--- src/rtl/ucnt_acc.sv ---
// Unary-product accumulator: counts ones from an upstream unary multiplier over a
// 2^(WIDTH-1)-cycle window and adds/subtracts the count to a latched partial sum.
//
// state | meaning
// IDLE  | waiting for i_start
// RUN   | counting i_bit, upstream multiplier enabled
// DONE  | result valid on o_psum, waiting for i_ready
module ucnt_acc #(
    parameter int WIDTH = 8,
    parameter int ACCW  = 16
) (
    input  logic            clk,
    input  logic            rst,
    input  logic            i_start,
    input  logic [ACCW-1:0] i_psum,
    input  logic            i_sign,
    input  logic            i_bit,
    input  logic            i_ready,
    output logic            o_mul_en,
    output logic            o_busy,
    output logic            o_valid,
    output logic [ACCW-1:0] o_psum
);

    localparam int CYCLE = 1 << (WIDTH - 1);

    typedef enum logic [1:0] {IDLE, RUN, DONE} state_t;

    state_t            state;
    logic [WIDTH-1:0]  ones_cnt;
    logic [WIDTH-1:0]  cyc_cnt;
    logic [ACCW-1:0]   psum_q;
    logic              sign_q;

    logic [WIDTH-1:0]  ones_next;
    logic [ACCW-1:0]   ones_ext;
    logic              last_bit;

    // The final bit is folded in on the terminal edge so the result is registered with o_valid.
    assign ones_next = ones_cnt + WIDTH'(i_bit);
    assign ones_ext  = ACCW'(ones_next);
    assign last_bit  = (cyc_cnt == WIDTH'(CYCLE - 1));

    always_ff @(posedge clk) begin
        if (rst) begin
            state    <= IDLE;
            ones_cnt <= '0;
            cyc_cnt  <= '0;
            psum_q   <= '0;
            sign_q   <= 1'b0;
            o_mul_en <= 1'b0;
            o_busy   <= 1'b0;
            o_valid  <= 1'b0;
            o_psum   <= '0;
        end else begin
            case (state)
                IDLE: begin
                    if (i_start) begin
                        state    <= RUN;
                        psum_q   <= i_psum;
                        sign_q   <= i_sign;
                        ones_cnt <= '0;
                        cyc_cnt  <= '0;
                        o_mul_en <= 1'b1;
                        o_busy   <= 1'b1;
                    end
                end
                RUN: begin
                    ones_cnt <= ones_next;
                    cyc_cnt  <= cyc_cnt + WIDTH'(1);
                    if (last_bit) begin
                        state    <= DONE;
                        o_mul_en <= 1'b0;
                        o_valid  <= 1'b1;
                        o_psum   <= sign_q ? (psum_q - ones_ext) : (psum_q + ones_ext);
                    end
                end
                DONE: begin
                    if (i_ready) begin
                        o_valid <= 1'b0;
                        o_psum  <= '0;
                        if (i_start) begin
                            state    <= RUN;
                            psum_q   <= i_psum;
                            sign_q   <= i_sign;
                            ones_cnt <= '0;
                            cyc_cnt  <= '0;
                            o_mul_en <= 1'b1;
                        end else begin
                            state  <= IDLE;
                            o_busy <= 1'b0;
                        end
                    end
                end
                default: begin
                    state    <= IDLE;
                    o_mul_en <= 1'b0;
                    o_busy   <= 1'b0;
                    o_valid  <= 1'b0;
                    o_psum   <= '0;
                end
            endcase
        end
    end

endmodule
--- config.mk ---
export PLATFORM = sky130hd
export DESIGN_NAME = ucnt_acc
export DESIGN_NICKNAME = d
export VERILOG_FILES = /design/src/rtl/ucnt_acc.sv
export SDC_FILE = /design/constraint.sdc
export NUM_CORES = 1
export LEC_CHECK = 0
export CAP_MARGIN = 20
export CORE_MARGIN = 4
export CORE_UTILIZATION = 51
export DETAILED_ROUTE_END_ITERATION = 16
export PLACE_DENSITY = 0.89
export SLEW_MARGIN = 20
export SYNTH_ARGS = -nofsm -noshare
export SYNTH_HDL_FRONTEND = slang
export SYNTH_SLANG_ARGS = --single-unit
--- constraint.sdc ---
create_clock -name clk -period 3.4 [get_ports clk]
set_input_delay 0.34 -clock clk [delete_from_list [all_inputs] [get_ports clk]]
set_output_delay 0.34 -clock clk [all_outputs]
set_load 0.005 [all_outputs]
# == Word-level counts from Yosys, hierarchy flattened ==
# Cells that the tools add are included.
# W data, S select, Z words.
# totals
ff_bits,54
in_bits,22
output_inout_bits,19
elab_cells,63
# classes
add_sub_neg,4
eq_ne,7
n_mux,32
bitwise,2
reduce_logical,9
# ops
op,count
$mux W16,5
$pmux W16 S3,1
$pmux W8 S3,2
$mux W8,4
$pmux W16 S2,1
$add A16 B8 Y16,1
$sub A16 B8 Y16,1
$mux W1,11
$pmux W1 S3,3
$add A8 B1 Y8,1
$add A8 B1 Y8 const B,1
$eq A8 B7 Y1 const B,1
$ne A2 B2 Y1 const B,4
$mux W2,3
$pmux W2 S3,1
$reduce_and A2 Y1,3
$reduce_and A3 Y1,2
$reduce_and A4 Y1,1
$reduce_bool A3 Y1,1
$eq A2 B1 Y1 const B,1
$eq A2 B2 Y1 const B,1
$logic_not A2 Y1,1
$not A1 Y1,2
$pmux W1 S2,1
$reduce_bool A2 Y1,1

# == Depth between registers and ports, before layout ==
# Gate-level depths: netlist (run 1).
# depth
word_depth,5
depth_mapped,19
mapped_depth_nobuf,16

# == Worst setup path after synthesis (run 1) ==
# Ideal clock, no wire load.
# synth_timing
path_kind,input port to flip-flop
start,input i_bit
end,register o_psum[12]
setup_time_ps,117
t_arrival_ps,3431
t_required_ps,3283
path_slack_ps,-148
cell_stages,19
path_buffers,3
path_cell_list,ha_1 buf_2 and3_4 and3_1 buf_4 or3_1 nand2_1 a31oi_1 nor2_1 ha_1 o21ai_0 ha_1 buf_2 a21oi_1 nand2_1 o211ai_2 a21boi_1 or3_1 a32o_1
# synth_via
elab_chain_len,5
elab_cells_between_ends,6
classes_between,3 x add/sub; 3 x mux
# synth_rtl
element,line_no,text
from (decl),17,"input logic i_bit,"
$add A8 B1 Y8 *,40,assign ones_next = ones_cnt + WIDTH'(i_bit);
$add A16 B8 Y16 / $sub A16 B8 Y16 (equally long branches),75,o_psum <= sign_q ? (psum_q - ones_ext) : (psum_q + ones_ext);
$mux W16 *,75,
$mux W16 *,71,if (last_bit) begin
$pmux W16 S3 *,56,case (state)
to (signal assigned),75,
to (decl),22,output logic [ACCW-1:0] o_psum
# Every way passes the cells marked *; elsewhere a longest branch is shown, timed or not. The select of a mux whose other input is x is not followed.
# A chain may end at the register's enable or synchronous reset.

# == Final worst setup path (run 1) ==
# layout_timing
start,register ones_cnt[0]
end,register o_psum[12]
# layout_via
elab_chain_len,5
elab_cells_between_ends,6
classes_between,3 x add/sub; 3 x mux
# layout_rtl
element,line_no,text
from (decl),30,logic [WIDTH-1:0] ones_cnt;
from (signal assigned),69,ones_cnt <= ones_next;
$add A8 B1 Y8 *,40,
$add A16 B8 Y16 / $sub A16 B8 Y16 (equally long branches),75,
$mux W16 *,75,
$mux W16 *,71,
$pmux W16 S3 *,56,
# Marks and branches as above.

==> flow_metrics.env, run 1 <==
export IMPL_fin_worst_skew_ns=0.00517
export IMPL_slew_headroom=0.412
export IMPL_crit_chain="ha_4 > and3_4 > and3_4 > or3_1 > nand2_1 > a31oi_1 > nor2_1 > ha_1 > o21ai_2 > ha_4 > a21oi_4 > nand2_2 > o211ai_2 > a21boi_2 > or3_1 > a32o_1"
export IMPL_slew_violations=0
export IMPL_worst_pin_slew_ns=0.881
export IMPL_drt_iter0_drc=115
export IMPL_endpoint_kind="flop"
export IMPL_io_buffers=40
export IMPL_first_pass_iters=4
export IMPL_clk_pin_slew_ns=0.10
export IMPL_cts_hold_buf=0
export IMPL_hpwl_mm=6.38
export IMPL_hold_viol_final=0
export IMPL_cts_tree="built"
export IMPL_rows=29
export IMPL_dieHeight_um=89.8
export IMPL_globalRouteOverflowTotal=0
export IMPL_n_antenna_cell=0
export IMPL_finalCoreUtilization=0.691
export IMPL_grt_max_degree=46
export IMPL_synth_edff_count=0
export IMPL_grt_pass1_wl_mm=14.4
export IMPL_slowest_delay_ns=0.36
export IMPL_syn_num_nets=473
export IMPL_vias_per_cell=5.59
export IMPL_cp_required_ns=3.61
export IMPL_h_tree_depth=2
export IMPL_cts_buffer_depth=2
export IMPL_ys_seq_area_frac=0.317
export IMPL_setup_worst_path_class="flop to flop"
export IMPL_ant_nets=0
export IMPL_setup_ws_ns=0.0897
export IMPL_arrival_ns=3.52
export IMPL_grtUsageTotal=0.209
export IMPL_cts_made_buffers=5
export IMPL_start_kind="flop"
export IMPL_grt_pass1_vias=3238
export IMPL_pin_count=41
export IMPL_layout_nets=553
export IMPL_tns_ns=0
export IMPL_worst_hold_slack_ns=0.468
export IMPL_max_cap_violations=0
export IMPL_grt_setup_unrepaired="true"
export IMPL_antenna_found_initial=0
export IMPL_finalPower_mw=1.58
export IMPL_drive_gt1_frac=0.217
export IMPL_synth_ff_type="dfxtp_1"
export IMPL_path_max_fanout=7
export IMPL_status="finished, final reports clean"
export IMPL_place_congestion=0.924
export IMPL_ys_warn_count=0
export IMPL_ys_async_sr_fraction=0
export IMPL_setup_violations=0
export IMPL_area_growth_pct=30.1
export IMPL_die_area_sq_um=8060
export IMPL_p_leak_nw=1.85
export IMPL_syn_area_per_cell_sq_um=7.93
export IMPL_critPathSlowestCell="dfxtp_2"
export IMPL_ys_ff_latch=54
export IMPL_fin_crit_sh=0.974
export IMPL_ir_drop_v=0.000196
export IMPL_min_period_ns=3.31
export IMPL_n_fill_cell=478
export IMPL_synth_cells=430
export IMPL_crit_family="simple AND/OR/NAND/NOR gates"
export IMPL_vias=3287
export IMPL_wl_mm=8.73
export IMPL_insertion_delay_ns=0.31
export IMPL_coreArea_sq_um=6420
export IMPL_root_buffer="clkbuf_8"
export IMPL_synth_area_sq_um=3410
export IMPL_worst_path_buf_inv=0
export IMPL_die_w_um=89.8
export IMPL_power_density_nw_per_um2=355
export IMPL_wl_per_cell_um=14.8
export IMPL_initial_core_util=0.531
export IMPL_ys_types=60
export IMPL_fmax_mhz=302
export IMPL_hold_class="flop to flop"
export IMPL_place_ws_ns=-0.376
export IMPL_drc_errors=0
export IMPL_clock_sinks=54
-- kinds of logic (layout without fill, tap and decap cells) --
group,after synthesis,count (layout),synth area share
DFF,54,54,0.317
xor gates and xnor gates,31,31,0.0840
adders and majority gates,21,21,0.0792
and+or+nand+nor,162,162,0.234
buffers and inverters,41,122,0.0568
AOI/OAI and AO/OA,121,121,0.229
-- layout by cell type (no fill, tap or decap), types with 7 or more instances in the layout --
master and instances:
a21oi_1 38, clkdlybuf4s50_1 39, nand2_1 60, xor2_1 14
buf_4 59, o21a_1 7, nor3_1 9, inv_1 15
dfxtp_1 53, xnor2_1 14, nor2_1 44, o21ai_0 21
a22oi_1 8, ha_1 16
-- state kept, by name (all words and copies together), names as in the netlist, 2 cells and up --
| signal | flops |
|---|---|
| cyc_cnt | 8 |
| ones_cnt | 8 |
| o_psum | 16 |
| state | 2 |
| psum_q | 16 |
-- power breakdown --
part	total (mW)	switching [mW]	internal (mW)
registers	0.667	0.0170	0.650
logic	0.523	0.262	0.261
clock network	0.386	0.217	0.169
-- what timing repair did --
item,CTS,global route
pin swaps,3,19
resized for setup,6,25
setup buffers,3,3
setup endpoints to repair,6,10
-- stage by stage --
step	instance area (sq um)	std cells
after CTS	4320	585
after global placement	4180	574
after detailed placement	4180	574
final	4440	588
after floorplan	3440	430
after global routing	4440	588
-- cell usage after synthesis (5+ instances only) --
cell      number  share of area
a22oi_1        8          0.018
dfxtp_1       54           0.32
xor2_1        14          0.036
xnor2_1       15          0.039
nand2_1       61          0.067
a21oi_1       43          0.063
nor3_1        11          0.016
o21ai_0       25          0.037
buf_2          5         0.0073
inv_1         15          0.017
clkbuf_1      16          0.018
nor2_1        45          0.050
nand3_1        7          0.010
o21a_1         7          0.015
nand4_1        5         0.0092
o21bai_1       6          0.013
a21o_1         6          0.013
ha_1          20          0.073
-- metal layers --
metal / part of all wire / up-vias / global-route usage
li1: - / 1655 / -
met1: 0.44 / 1561 / 0.266
met2: 0.52 / 62 / 0.380
met3: 0.030 / 9 / 0.0250
met4: 0.011 / 0 / 0.0460
met5: 0 / - / 0
-- path summary, 6_finish.rpt --
kind         depth (start not counted)         from         end  slack [ns]
min reg2reg                          2    o_psum[7]   o_psum[7]        0.47
max                                 16  ones_cnt[0]  o_psum[12]        0.09
max reg2reg                         16  ones_cnt[0]  o_psum[12]        0.09
min                                  2    o_psum[7]   o_psum[7]        0.47
-- tightest hold or removal path, cell delays in order, from the launching register on --
cell,delay (ns)
dfxtp_1,0.34
nand2_1,0.04
o21ai_0,0.06
-- cell type report --
cell class                      instances  area, sq um  share of cell area
Timing Repair Buffer                   99          846               0.190
Inverter                               15         56.3              0.0127
Clock buffer                            7         86.3              0.0194
Tap cell                               77         96.3              0.0217
Sequential cell                        54         1080               0.244
Multi-Input combinational cell        335         2260               0.510
Clock inverter                          1         8.76             0.00197
(Power assumes the default switching activity.)
==> inputs of run 2 (changes only) <==
--- a/config.mk
+++ b/config.mk
@@ -9,7 +9,7 @@
 export CORE_MARGIN = 4
 export CORE_UTILIZATION = 51
 export DETAILED_ROUTE_END_ITERATION = 16
-export PLACE_DENSITY = 0.89
+export PLACE_DENSITY = 0.88
 export SLEW_MARGIN = 20
 export SYNTH_ARGS = -nofsm -noshare
 export SYNTH_HDL_FRONTEND = slang
==> run 2 against run 1 <==
Against the previous run: fmax decreased by 0.34%; die area unchanged; sequential cell count unchanged; final cell count increased by 0.68%; total power about the same; sequential share of layout area about the same; clock power increased by 1%; clock skew increased by 0.0098 ns; final area increased by 0.17%; clock-buffer cell count unchanged; critical path type unchanged; sequential power about the same.
==> flow_metrics.env, run 2 (synthesis gave the netlist of run 1 again) <==
export IMPL_status="finished, final reports clean"
export IMPL_pin_count=41
export IMPL_p_int_mw=1.08
export IMPL_fin_crit_sh=0.977
export IMPL_h_tree_depth=2
export IMPL_top_layer="met4"
export IMPL_root_buffer="clkbuf_8"
export IMPL_cts_tree="built"
export IMPL_path_max_fanout=3
export IMPL_rows=29
export IMPL_start_kind="flop"
export IMPL_hpwl_mm=6.51
export IMPL_p_leak_nw=1.85
export IMPL_antenna_found_initial=0
export IMPL_initial_core_util=0.531
export IMPL_switching_share=0.317
export IMPL_clock_sinks=54
export IMPL_coreArea_sq_um=6420
export IMPL_cts_made_buffers=5
export IMPL_hold_class="flop to flop"
export IMPL_grtUsageTotal=0.213
export IMPL_vias_per_cell=5.61
export IMPL_ant_nets=0
export IMPL_io_buffers=40
export IMPL_p_sw_uw=499
export IMPL_endpoint_kind="flop"
export IMPL_finalPower_mw=1.58
export IMPL_grt_max_degree=46
export IMPL_arrival_ns=3.54
export IMPL_grt_pass1_vias=3295
export IMPL_wl_per_cell_um=15.0
export IMPL_insertion_delay_ns=0.31
export IMPL_vias=3323
export IMPL_globalRouteOverflowTotal=0
export IMPL_power_density_nw_per_um2=355
export IMPL_cts_hold_buf=0
export IMPL_die_area_sq_um=8060
export IMPL_max_cap_violations=0
export IMPL_drive_gt1_frac=0.219
export IMPL_min_period_ns=3.32
export IMPL_hold_viol_final=0
export IMPL_fin_worst_skew_ns=0.0150
export IMPL_place_congestion=0.853
export IMPL_place_ws_ns=-0.408
export IMPL_ir_drop_v=0.000203
export IMPL_area_growth_pct=30.4
export IMPL_grt_pass1_wl_mm=14.8
export IMPL_slew_headroom=0.426
export IMPL_die_w_um=89.8
export IMPL_first_pass_iters=4
export IMPL_slew_violations=0
export IMPL_drt_iter0_drc=153
export IMPL_met2_length_mm=4.44
export IMPL_n_antenna_cell=0
export IMPL_worst_pin_slew_ns=0.861
export IMPL_pwr_share_comb=0.330
export IMPL_wl_mm=8.85
export IMPL_tns_ns=0
export IMPL_layout_common_cells="buf_4, nand2_1, dfxtp_1, nor2_1, a21oi_1"
export IMPL_fmax_mhz=301
export IMPL_setup_violations=0
export IMPL_layout_nets=557
export IMPL_wl_met3_um=374
export IMPL_setup_worst_path_class="flop to flop"
export IMPL_wl_met1_mm=3.91
export IMPL_dieHeight_um=89.8
export IMPL_n_fill_cell=508
export IMPL_cp_required_ns=3.62
export IMPL_drc_errors=0
export IMPL_p_clk_frac=0.247
export IMPL_p_seq_frac=0.423
export IMPL_clk_pin_slew_ns=0.11
export IMPL_reg_largest_list="o_psum x16, psum_q x16"
export IMPL_layout_commonest_cell="buf_4"
export IMPL_cts_buffer_depth=2
export IMPL_setup_ws_ns=0.0784
-- run 2: per-stage QoR --
stage	utilization	area [sq um]	instances	hold WS, ns
finish	0.693	4450	592	0.456
detailed placement	0.654	4200	577	0.441
global route	0.693	4450	592	0.483
CTS	0.676	4340	589	0.464
global placement	0.654	4200	577	0.433
floorplan	-	3440	430	0.436
-- run 2: timing repair --
| action | CTS | global route |
|---|---|---|
| gates resized for setup | 6 | 20 |
| buffers inserted | 4 | 3 |
| cloned | 0 | 0 |
| setup endpoints to repair | 8 | 9 |
| pin swaps | 6 | 8 |
-- run 2: cell type report --
cell class	count	area, sq um	area share
Sequential cell	54	1080	0.244
Tap cell	77	96.3	0.0217
Timing Repair Buffer	103	872	0.196
Multi-Input combinational cell	335	2240	0.504
Clock inverter	1	8.76	0.00197
Inverter	15	56.3	0.0127
Clock buffer	7	86.3	0.0194
-- run 2: critical path, cell delays in order (launching register included) --
cell,delay (ns)
dfxtp_2,0.35
ha_2,0.21
buf_4,0.15
or4_4,0.43
a21oi_4,0.17
buf_4,0.12
buf_4,0.08
a21oi_1,0.08
xor2_1,0.17
ha_1,0.33
buf_4,0.15
buf_4,0.13
buf_4,0.13
o21a_1,0.12
o2111a_1,0.26
o21a_1,0.18
o31ai_2,0.17
-- run 2: worst paths after layout --
check               from    endpoint  slack, ns  cells past startpoint
min reg2reg   o_psum[13]  o_psum[13]       0.46                      2
min           o_psum[13]  o_psum[13]       0.46                      2
max reg2reg  ones_cnt[0]  o_psum[14]       0.08                     16
max          ones_cnt[0]  o_psum[14]       0.08                     16
-- run 2: power groups by stage --
stage	combinational, mW	sequential [mW]	clock (mW)
3_5_place_dp	0.472	0.680	0
2_1_floorplan	0.304	0.673	0
6_report	0.521	0.667	0.390
3_3_place_gp	0.458	0.679	0
5_1_grt	0.571	0.669	0.420
4_1_cts	0.483	0.666	0.392
-- run 2: per-layer routing --
layer / vias to the layer above / global-route usage
li1: 1662 / -
met1: 1568 / 0.270
met2: 75 / 0.373
met3: 18 / 0.0384
met4: 0 / 0.0575
met5: - / 0
